<file path="src/rtl/uart_pkg.sv">
// uart_pkg: shared UART transmit state encoding and output-mux select codes
package uart_pkg;
  typedef enum logic [2:0] {
    ST_IDLE   = 3'd0,
    ST_START  = 3'd1,
    ST_DATA   = 3'd2,
    ST_PARITY = 3'd3,
    ST_STOP   = 3'd4
  } state_e;
  localparam int CNT_W = 3;
  localparam logic [1:0] MUX_START = 2'b00;
  localparam logic [1:0] MUX_DATA  = 2'b01;
  localparam logic [1:0] MUX_PAR   = 2'b10;
  localparam logic [1:0] MUX_STOP  = 2'b11;
endpackage

</file>
<file path="src/rtl/uart_tx_bit_counter.sv">
// uart_tx_bit_counter: data-bit index counter that wraps to zero after the last data bit
module uart_tx_bit_counter
  import uart_pkg::*;
#(
  parameter int DATA_BITS = 8
) (
  input  logic             CLK,
  input  logic             RST,
  input  logic             clr,
  input  logic             inc,
  output logic [CNT_W-1:0] cnt,
  output logic             tc
);
  logic [CNT_W-1:0] cnt_q, cnt_d;
  always_comb begin
    tc    = cnt_q == CNT_W'(DATA_BITS - 1);
    cnt_d = clr ? '0 : inc ? (tc ? '0 : cnt_q + 1'b1) : cnt_q;
  end
  always_ff @(posedge CLK or posedge RST)
    if (RST) cnt_q <= '0;
    else cnt_q <= cnt_d;
  assign cnt = cnt_q;
endmodule

</file>
<file path="src/rtl/uart_tx_ctrl.sv">
// uart_tx_ctrl: UART transmit frame sequencer driving load, shift enable and output-mux select
module uart_tx_ctrl
  import uart_pkg::*;
#(
  parameter int DATA_BITS = 8
) (
  input  logic             CLK,
  input  logic             RST,
  input  logic             DATA_VALID,
  input  logic             PAR_EN,
  input  logic             STOP2,
  input  logic             BAUD_TICK,
  output logic             LOAD,
  output logic             BAUD_CLR,
  output logic             SER_EN,
  output logic [CNT_W-1:0] BIT_IDX,
  output logic [1:0]       MUX_SEL,
  output logic             BUSY,
  output logic             DONE
);
  state_e state_q, state_d;
  logic par_en_q, par_en_d, stop2_q, stop2_d, stop_cnt_q, stop_cnt_d;
  logic data_tick, last_stop, accept, tc;
  uart_tx_bit_counter #(.DATA_BITS(DATA_BITS)) u_cnt (
    .CLK(CLK),
    .RST(RST),
    .clr(accept),
    .inc(data_tick),
    .cnt(BIT_IDX),
    .tc (tc)
  );
  // A final stop tick may also accept the next byte, so frames chain without an idle cycle
  always_comb begin
    data_tick  = state_q == ST_DATA && BAUD_TICK;
    last_stop  = state_q == ST_STOP && BAUD_TICK && (!stop2_q || stop_cnt_q);
    accept     = !RST && DATA_VALID && (state_q == ST_IDLE || last_stop);
    par_en_d   = accept ? PAR_EN : par_en_q;
    stop2_d    = accept ? STOP2 : stop2_q;
    stop_cnt_d = state_q == ST_STOP && (stop_cnt_q || BAUD_TICK) && !last_stop;
    state_d    = state_q;
    case (state_q)
      ST_IDLE:   state_d = ST_IDLE;
      ST_START:  state_d = BAUD_TICK ? ST_DATA : ST_START;
      ST_DATA:   state_d = (BAUD_TICK && tc) ? (par_en_q ? ST_PARITY : ST_STOP) : ST_DATA;
      ST_PARITY: state_d = BAUD_TICK ? ST_STOP : ST_PARITY;
      ST_STOP:   state_d = last_stop ? ST_IDLE : ST_STOP;
      default:   state_d = ST_IDLE;
    endcase
    if (accept) state_d = ST_START;
  end
  always_ff @(posedge CLK or posedge RST)
    if (RST) begin
      state_q    <= ST_IDLE;
      par_en_q   <= 1'b0;
      stop2_q    <= 1'b0;
      stop_cnt_q <= 1'b0;
    end else begin
      state_q    <= state_d;
      par_en_q   <= par_en_d;
      stop2_q    <= stop2_d;
      stop_cnt_q <= stop_cnt_d;
    end
  assign LOAD     = accept;
  assign BAUD_CLR = accept;
  assign SER_EN   = data_tick;
  assign DONE     = last_stop;
  assign BUSY     = state_q != ST_IDLE || accept;
  assign MUX_SEL  = state_q == ST_START  ? MUX_START :
                    state_q == ST_DATA   ? MUX_DATA  :
                    state_q == ST_PARITY ? MUX_PAR   : MUX_STOP;
endmodule
</file>
<file path="config.mk">
export PLATFORM = sky130hd
export DESIGN_NAME = uart_tx_ctrl
export DESIGN_NICKNAME = d
export VERILOG_FILES = /design/src/rtl/uart_pkg.sv /design/src/rtl/uart_tx_bit_counter.sv /design/src/rtl/uart_tx_ctrl.sv
export SDC_FILE = /design/constraint.sdc
export NUM_CORES = 1
export LEC_CHECK = 0
export CAP_MARGIN = 10
export CORE_AREA = 2 2 39 41
export DETAILED_ROUTE_END_ITERATION = 8
export DIE_AREA = 0 0 41 43
export GPL_TIMING_DRIVEN = 1
export PLACE_DENSITY = 0.71
export SLEW_MARGIN = 20
export SYNTH_ARGS = -nofsm -noshare
export SYNTH_HDL_FRONTEND = slang
export SYNTH_SLANG_ARGS = --single-unit
</file>
<file path="constraint.sdc">
create_clock -name CLK -period 3.2 [get_ports CLK]
set_input_delay 0.64 -clock CLK [delete_from_list [all_inputs] [get_ports CLK]]
set_output_delay 0.64 -clock CLK [all_outputs]
set_load 0.02 [all_outputs]
</file>
==> Yosys cells after proc, flatten, opt, wreduce, memory -nomap -nowiden <==
Index checks and enable logic that the tools add are counted.
{ "totals": {"reg_bits": 9, "input_bits": 6, "elab_cells": 42, "out_inout_bits": 10} }
{ "classes": {"add_sub_neg": 1, "n_eq_ne": 5, "reduce_logical": 18, "mux": 13} }
{ "ops": {"columns": ["op", "n"], "rows": [
  ["3-bit two-way mux", 8],
  ["3-bit case mux with 4 select lines", 1],
  ["1-bit logical AND", 8],
  ["3-bit by 2-bit == test with 1-bit output, second input constant", 2],
  ["3-bit == test, second input constant", 2],
  ["2-bit two-way mux", 3],
  ["1-bit logical OR", 4],
  ["3-bit by 1-bit adder with 3-bit output, second input constant", 1],
  ["3-bit by 1-bit == test with 1-bit output, second input constant", 1],
  ["1-bit zero test", 3],
  ["3-bit zero test", 1],
  ["3-bit nonzero test", 1],
  ["2-bit nonzero test", 1],
  ["1-bit two-way mux", 1]
]} }

==> Longest topological paths before layout <==
Gate-level depths: netlist of run 1.
{ "logic_depth": {"ltp_word": 6, "depth_mapped": 6, "ltp_nobuf": 6} }

==> Hierarchy <==
From an unflattened synthesis of run 1, not the netlist that was laid out.
{ "unflattened": {"cells_unflattened": 52, "hier_area_um2": 530.5} }
{ "by_module_without_submodules": {"columns": ["mod", "n_inst", "seq_area_each_um2", "cells_per_inst", "area_per_inst_um2"], "rows": [
  ["uart_tx_ctrl", 1, 150.1, 39, 375.4],
  ["uart_tx_bit_counter", 1, 75.1, 13, 155.1]
]} }

==> Worst setup path before layout of run 1 <==
Ideal clock, no wire load.
{ "synth_path": {"kind": "input port to output port", "startpoint": "in RST", "endpoint": "out LOAD", "t_arrival_ns": 1.384, "setup_slack_ns": 1.176, "n_path_buf": 1, "required_ns": 2.560, "cell_stages": 4, "path_cell_list": "and2b_1 -> nand2_1 -> a21oi_4 -> buf_4"} }
{ "synth_via": {"elab_chain_len": 3} }
{ "synth_rtl": {"columns": ["item", "line", "rtl"], "rows": [
  ["from (decl)", "uart_tx_ctrl.sv:8", "input logic RST,"],
  ["1-bit zero test (no line)", null, null],
  ["1-bit logical AND (2 in series)", "uart_tx_ctrl.sv:36", "accept = !RST && DATA_VALID && (state_q == ST_IDLE || last_stop);"],
  ["to (decl)", "uart_tx_ctrl.sv:13", "output logic LOAD,"]
]} }
Every way passes these cells.

==> Worst setup path after layout of run 1 <==
{ "layout_path": {"startpoint": "in BAUD_TICK", "endpoint": "out LOAD"} }
{ "layout_via": {"elab_chain_len": 4} }
{ "layout_rtl": {"columns": ["item", "line", "rtl"], "rows": [
  ["from (decl)", "uart_tx_ctrl.sv:12", "input logic BAUD_TICK,"],
  ["1-bit logical AND (2 in series)", "uart_tx_ctrl.sv:35", "last_stop = state_q == ST_STOP && BAUD_TICK && (!stop2_q || stop_cnt_q);"],
  ["1-bit logical OR", "uart_tx_ctrl.sv:36", null],
  ["1-bit logical AND", "uart_tx_ctrl.sv:36", null]
]} }
Every way passes these cells.

==> results of run 1 <==
-- cell families (layout without fill, tap and decap cells) --
logic type | Yosys count | in the layout | share of synthesized area
adders and majority gates | 2 | 2 | 0.0457
AOI/OAI and AO/OA | 7 | 7 | 0.103
muxes | 5 | 5 | 0.112
and+or+nand+nor | 23 | 23 | 0.244
DFF | 9 | 9 | 0.411
xor gates and xnor gates | 1 | 1 | 0.0160
buffers and inverters | 5 | 21 | 0.0685
-- worst max-delay path by stage --
stage               startpoint    to  slack [ps]  cells past startpoint
CTS                  BAUD_TICK  LOAD         210                      4
floorplan                  RST  LOAD        1180                      4
global route         BAUD_TICK  LOAD         120                      4
finish               BAUD_TICK  LOAD         230                      4
detailed placement   BAUD_TICK  LOAD         220                      4
global placement     BAUD_TICK  LOAD         250                      4
-- per-stage QoR --
step                      instance area, um^2  hold slack (ps)  cells   util  worst slack, ps
final                                     714              551     84  0.516              225
after global routing                      714              584     84  0.516              119
after CTS                                 714              558     84  0.516              208
after detailed placement                  688              544     80  0.497              220
after global placement                    688              530     80  0.497              246
after floorplan                           548              468     52      -             1180
-- sequential cells by signal, summed over array words and instances (netlist names) --
name / flops
stop2_q: 1
par_en_q: 1
stop_cnt_q: 1
state_q: 3
u_cnt.cnt: 3
-- synth_stat cells --
library cell,n,share of area
nand2_1,4,0.027
inv_1,2,0.014
mux2_2,1,0.021
o21ai_0,2,0.018
nand3b_1,2,0.027
mux2_4,2,0.055
or2b_1,1,0.014
buf_4,1,0.014
mux2i_1,2,0.037
nand2_2,1,0.011
a21oi_4,1,0.030
nand2b_1,3,0.034
nor2_1,6,0.041
o21ai_2,1,0.016
buf_6,2,0.041
nor2b_1,1,0.011
nor2_2,1,0.011
dfrtp_1,9,0.41
nor3_4,1,0.030
ha_1,2,0.046
xor2_1,1,0.016
and2b_1,1,0.014
a311o_2,1,0.021
nand3_1,1,0.0091
a21oi_1,2,0.018
or4_1,1,0.014
-- power breakdown --
group / switching [mW] / internal, mW / leakage, nW / total [mW]
clock network: 0.0384 / 0.0479 / 0.0150 / 0.0864
logic: 0.143 / 0.158 / 0.178 / 0.302
registers: 0.0568 / 0.155 / 0.117 / 0.212
-- worst min-delay path, delay by kind of cell, from the launching register on --
family,cells,cell delay [ps]
flip-flops,1,360
AND/OR/NAND/NOR,1,80
multiplexers,1,70
-- metal layers --
metal,wire [um],vias up
met5,0,-
li1,-,208
met3,25,2
met1,456,197
met2,486,8
met4,19,0
-- cell usage in the layout (no fill, tap or decap) --
cell / instances
clkbuf_4: 3
nor3_4: 1
nand2b_1: 3
nand3b_1: 2
mux2_4: 2
nand2_2: 1
a21oi_4: 1
ha_1: 2
or2b_1: 1
mux2_2: 1
clkbuf_1: 1
a21oi_1: 2
nand2_1: 4
nand3_1: 1
nor2_1: 6
a311o_2: 1
mux2i_1: 2
inv_1: 2
nor2b_1: 1
clkdlybuf4s50_1: 15
xor2_1: 1
o21ai_2: 1
dfrtp_1: 9
o21ai_0: 2
and2b_1: 1
or4_1: 1
nor2_2: 1
-- cell type report --
cell class                      instances  area, um^2  share of cell area
Inverter                                2        7.51              0.0105
Sequential cell                         9         225               0.315
Timing Repair Buffer                   15         150               0.210
Multi-Input combinational cell         38         285               0.399
Tap cell                               16        20.0              0.0280
Clock buffer                            4        26.3              0.0368
==> impl_summary.md, run 1 <==
Synth
Counting every instance in the synthesized netlist gives 52. The post-synth net total is 60. The sequential-to-total area share from yosys stat is 0.411.

After synthesis, the netlist uses 26 different library cells. The number of flip-flops and latches in the synthesized netlist is 9. During synthesis, Yosys emitted a total of 0 warnings. In this run the cell area of the synthesized design comes to 548 um^2.

The average footprint of a synthesized cell is 10.5 um^2.

CTS
In this run the deepest clock path goes through 2 buffers. The later pin in the worst-skew pair is clocked with a latency of 260 ps. The number of H-tree branching levels is 1. The number of hold buffers added after cts is 0.

TritonCTS built the clock tree. Gates resized during post-CTS repair numbered 0. Clock-pin slew was measured on the worst setup and hold paths at 60 ps. TritonCTS created 3 clock buffers. CTS placed an instance of clkbuf_4 at the clock tree root.

Once the clock tree was built, the setup fixing pass inserted 0 buffers. The CTS sink count is 9.

Worst setup path
Among cell families on the critical path, the largest total delay comes from buffers and inverters. At the worst endpoint, the arrival time is 2330 ps. The stage delay of the slowest cell on the critical path is 660 ps. The signal on the critical path passes through clkdlybuf4s50_1 -> o21ai_2 -> a21oi_4 -> clkdlybuf4s50_1.

The cell count of the worst reg-to-reg path is 6. The class of the most critical setup path is primary input to output pin. In this run the register-to-register setup slack is 1750 ps.

The maximum fanout along the worst path is 8. The launching element type of the critical path is a primary input. Data on the critical path is required at its endpoint by 2560 ps. The most used cell along the critical path is clkdlybuf4s50_1.

The nature of the critical path endpoint is an output pin. The terminus of the critical flop-to-flop path is state_q[1]. In this run the critical register-to-register path is launched from u_cnt.cnt[0]. The largest individual stage delay along the critical path comes from the cell clkdlybuf4s50_1.

Together, buffers and inverters on the worst path number 2.

Pwr
The design draws 600 uW. Dividing total power by cell area gives a power density of 839 nW/um^2. IR analysis of the VDD net gives a maximum drop of 0.000333 V. Summed over all cells, the static leakage comes to 0.310 nW.

Cells and area
The number of antenna diodes in the final layout is 0. Counting the fill cells in the layout gives 141. The layout cell share with drive strength beyond 1 is 0.176. In the final design database the tool counted 77 nets. The synthesis-to-finish area growth is 30.4%.

GRT
The total overflow left after global routing is 0. In the global route stage, met3 resource usage came out at 0.0471. For met1 alone, demand over resource in global routing was 0.199. The layer flagged by global routing as most heavily used is met1.

The first global-routing pass estimated 1640 um of wire. The total global-route track usage is 0.147. The global routing usage on met2 is 0.181. Entering global routing, the biggest net connects 10 pins. The via count of the first global-routing pass is 385. The initial antenna violation count is 0.

Routing
The pre-antenna-repair detailed-routing pass consisted of 2 iterations. The DRC violations left is 0. After detailed routing, the average wire length per cell comes to 11.8 um. The number of vias per cell after detailed routing is 4.94. The total length of routed wires is 988 um. The detailed router placed 415 vias in this run. The first-iteration detailed-routing DRC count is 3. Once detail routing completed, the nets flagged for antenna violations numbered 0.

Placement
The wire-length estimate of the detail-placed layout is 773 um. The count of buffers from port buffering is 15. The weighted congestion reported at the end of routability-driven placement is 0.751.

Timing
The actual transition at the worst max-transition pin is 350 ps. The post-route setup TNS is 0 ps. The ratio of final minimum period to clock period is 0.930.

The setup clock skew after layout is 6.96 ps. The hold violation total from the final report was 0. Setup repair after global routing left no endpoint under its margin. For this run, the top clock speed supported by timing is 336 MHz. The shortest clock period the worst path allows after layout is 2970 ps. The count of final max-slew check failures is 0. In this run the tightest slew margin relative to its limit is 0.767. The total of endpoints with negative setup slack in the final report is 0.

Min path
The worst hold path terminates at u_cnt.cnt[2]. The beginning of the worst hold path is u_cnt.cnt[2]. Counting instances, the worst hold path has a depth of 2. The worst min-delay path category is flip-flop to flip-flop.

Run
Across the run, the number of max-cap violations was 0.

Floorplanning
After floorplanning, the core was divided into 14 placement rows. The total die area is 1760 um^2. The die is 41 um wide. The standard cell core area is 1380 um^2. During I/O placement, the number of pins put on the boundary was 16. For this configuration, the core starts out at a cell density of 0.396. The die height is 43 um.

Status
The run finished with clean final reports.
Power figures use the tool's default switching activity.
==> inputs of run 2 (changes only) <==
--- a/config.mk
+++ b/config.mk
@@ -7,6 +7,7 @@
 export LEC_CHECK = 0
 export CAP_MARGIN = 10
 export CORE_AREA = 2 2 39 41
+export CTS_CLUSTER_SIZE = 20
 export DETAILED_ROUTE_END_ITERATION = 8
 export DIE_AREA = 0 0 41 43
 export GPL_TIMING_DRIVEN = 1
==> results of run 2 <==
No change in the layout: final DEF, timing and power equal those of run 1.
==> inputs of run 3 (changes only) <==
--- a/config.mk
+++ b/config.mk
@@ -12,6 +12,7 @@
 export DIE_AREA = 0 0 41 43
 export GPL_TIMING_DRIVEN = 1
 export PLACE_DENSITY = 0.71
+export RECOVER_POWER = 100
 export SLEW_MARGIN = 20
 export SYNTH_ARGS = -nofsm -noshare
 export SYNTH_HDL_FRONTEND = slang
==> run 3 against run 2 <==
Worst hold slack got worse by 15 ps. Maximum frequency decreased by 2.1%. First-iteration DRC count decreased by 33%. Cell count unchanged. Combinational power decreased by 9.6%. Sequential cell count unchanged. Critical path depth unchanged. Largest cell class unchanged. Highest routed layer unchanged.
==> impl_summary.md, run 3 (same netlist as run 1, synthesis figures left out) <==
Status
The flow ran to the end, and the final reports show no timing, DRC or antenna violations.

GRT
The initial antenna violation count is 0. The total congestion overflow after global routing is 0. The maximum number of pins on one net before global-route repair is 10. The wire length of the first global-routing pass is 1640 um. Across every metal layer, demand over resource in global routing totals 0.147. The via count of the first global-routing pass was 385.

Worst setup path
The maximum fanout along the worst path is 2. The most numerous cell type found on the critical path is dlygate4sd3_1. The worst setup path is captured at an output pin. Walking the worst path, the cells encountered are dlygate4sd3_1 -> and2b_1 -> or4_1 -> dlygate4sd3_1. At the worst endpoint, the required time is 2560 ps. The launch point of the worst path is RST. The launching point of the worst reg2reg path is state_q[0]. The critical path ends at BUSY. Data arrives at the worst endpoint at 2400 ps. The register-to-register setup slack is 1740 ps. The stage delay of the slowest cell on the critical path is 660 ps. The critical path runs through a total of 4 cells.

The worst setup path is launched from a primary input. The worst register-to-register path has a depth of 4. The slowest cell on the critical path is dlygate4sd3_1.

The top cell family by delay on the critical path is buffers and inverters. In this run the critical register-to-register path is captured at par_en_q. The class of the most critical setup path is primary input to output pin. Together, buffers and inverters on the worst path number 2.

Routing
Summing over every cut layer, the via total after detailed routing is 420. For this run, design rule violations remaining after detail routing come to 0. Once detail routing completed, the nets flagged for antenna violations numbered 0.

The total length of routed wires is 978 um. Dividing the detail-routed via count by the number of cells gives 5.00. The per-cell routed wire length is 11.6 um. The pre-antenna-repair detailed-routing pass consisted of 2 iterations. After the first detailed-routing iteration, the DRC count stood at 2.

Pwr
The proportion of power drawn by combinational gates is 0.480. The clock network fraction of total power is 0.152. In this run the static leakage power is 0.314 nW.

Of the total power, the share spent switching nets is 0.411. Dividing total power by cell area gives a power density of 807 nW/um^2. The largest voltage drop on the vdd net is 0.000323 V. Of the total power, registers draw 0.368. For this design the total switching power over the nets is 234 uW. The total power is 569 uW. The internal power is 335 uW.

Timing
Setup repair after global routing left no endpoint under its margin. The count of final max-slew check failures is 0. The achievable clock frequency is 329 MHz. The worst pin sits at a relative slew slack of 0.768. The setup clock skew after layout is 6.98 ps. The actual transition at the worst max-transition pin is 348 ps. The total of endpoints with negative setup slack in the final report is 0.

The hold violation total from the final report is 0. The post-route setup TNS is 0 ps. Of the available clock period, the critical path in the final layout requires 0.949. The shortest clock period the worst path allows after layout is 3040 ps.

Cells and area
The final non-filler cell total is 84. In the final design database the tool counted 77 nets. The synthesis-to-finish area growth is 28.5%. In the final layout, the share of cells above drive strength 1 is 0.132. The number of antenna diodes in the final layout is 0. For this run, the share of the core covered by cells in the final layout is 0.509. The total of fill cells in the finished design is 144. Leaving out fill and tap cells, the most frequent cells in the layout are dlygate4sd3_1, dfrtp_1, nor2_1, clkdlybuf4s50_1, nand2_1.

CTS
The number of hold buffers added after cts is 0. The CTS root buffer is clkbuf_4. In this run, CTS created clock tree buffers numbering 3.

After clock tree synthesis, the clock-pin slew on the worst setup and hold paths is 60 ps. TritonCTS built the clock tree. The clock reaches the later pin of the worst-skew pair after 260 ps. The post-cts gate resize count is 0. The number of post-CTS setup repair buffers is 0. In this run the number of H-tree levels came out at 1. The maximum root-to-sink buffer count is 2.

The CTS sink count is 9.

Floorplanning
For this configuration, the core starts out at a cell density of 0.396. The cell row count is 14. The die is 41 um wide. The standard cell core area is 1380 um^2. The die height is 43 um. The die covers 1760 um^2. 16 I/O pins were placed.

Placement
Counting tap cells, the placed design contains a total of 80 instances. The detailed-placement wirelength estimate is 773 um. Input and output buffers added on the ports amount to 15.

At the end of routability-driven placement, the weighted congestion stood at 0.751.

Run
The tool flagged a number of max-cap violations equal to 0.

Min path
The tightest min-delay check is of the flip-flop to flip-flop type.
[run 3: cell types whose count changed in the layout (fill, tap and decap cells not counted)]
cell,change
clkdlybuf4s50_1,-9
dlygate4sd3_1,+9
mux2_1,+2
mux2_4,-2
nand2_1,+1
nand2_2,-1
[run 3: stage by stage]
step | hold slack (ps) | instance area (um^2) | worst slack (ps)
floorplan | 468 | 548 | 1180
global placement | 530 | 688 | 246
detailed placement | 544 | 688 | 220
CTS | 558 | 714 | 208
global route | 569 | 704 | 76.6
finish | 535 | 704 | 162
[run 3: power by group through the flow]
stage / registers (mW) / clock network (mW) / logic [mW]
after floorplan: 0.207 / 0 / 0.206
after global placement: 0.212 / 0 / 0.299
after detailed placement: 0.215 / 0 / 0.306
after global routing: 0.218 / 0.102 / 0.301
final: 0.209 / 0.0864 / 0.273
after CTS: 0.213 / 0.0923 / 0.306
[run 3: how the worst min path moves through the flow]
stage,from,endpoint,slack (ps),depth (start not counted)
after floorplan,RST,par_en_q,470,1
after global placement,par_en_q,par_en_q,530,1
after detailed placement,u_cnt.cnt[2],u_cnt.cnt[2],540,2
after CTS,u_cnt.cnt[2],u_cnt.cnt[2],560,2
after global routing,stop2_q,stop2_q,570,1
final,stop2_q,stop2_q,540,1
[run 3: per-layer routing]
layer  up-vias  GRT usage  share of wire
met3         2     0.0471          0.026
li1        208          -              -
met1       202      0.199           0.46
met2         8      0.181           0.50
met5         -          0              0
met4         0      0.120          0.019
[run 3: final cells by class]
cell class                      instances  area (um^2)  area share
Multi-Input combinational cell         38          275       0.391
Sequential cell                         9          225       0.320
Timing Repair Buffer                   15          150       0.213
Clock buffer                            4         26.3      0.0373
Tap cell                               16         20.0      0.0284
Inverter                                2         7.51      0.0107
[run 3: worst register-to-register path: stages (launching register included)]
cell and delay, ps:
dfrtp_1 480, nor2_2 180, nand2_1 100, a21oi_4 230, mux2_1 360
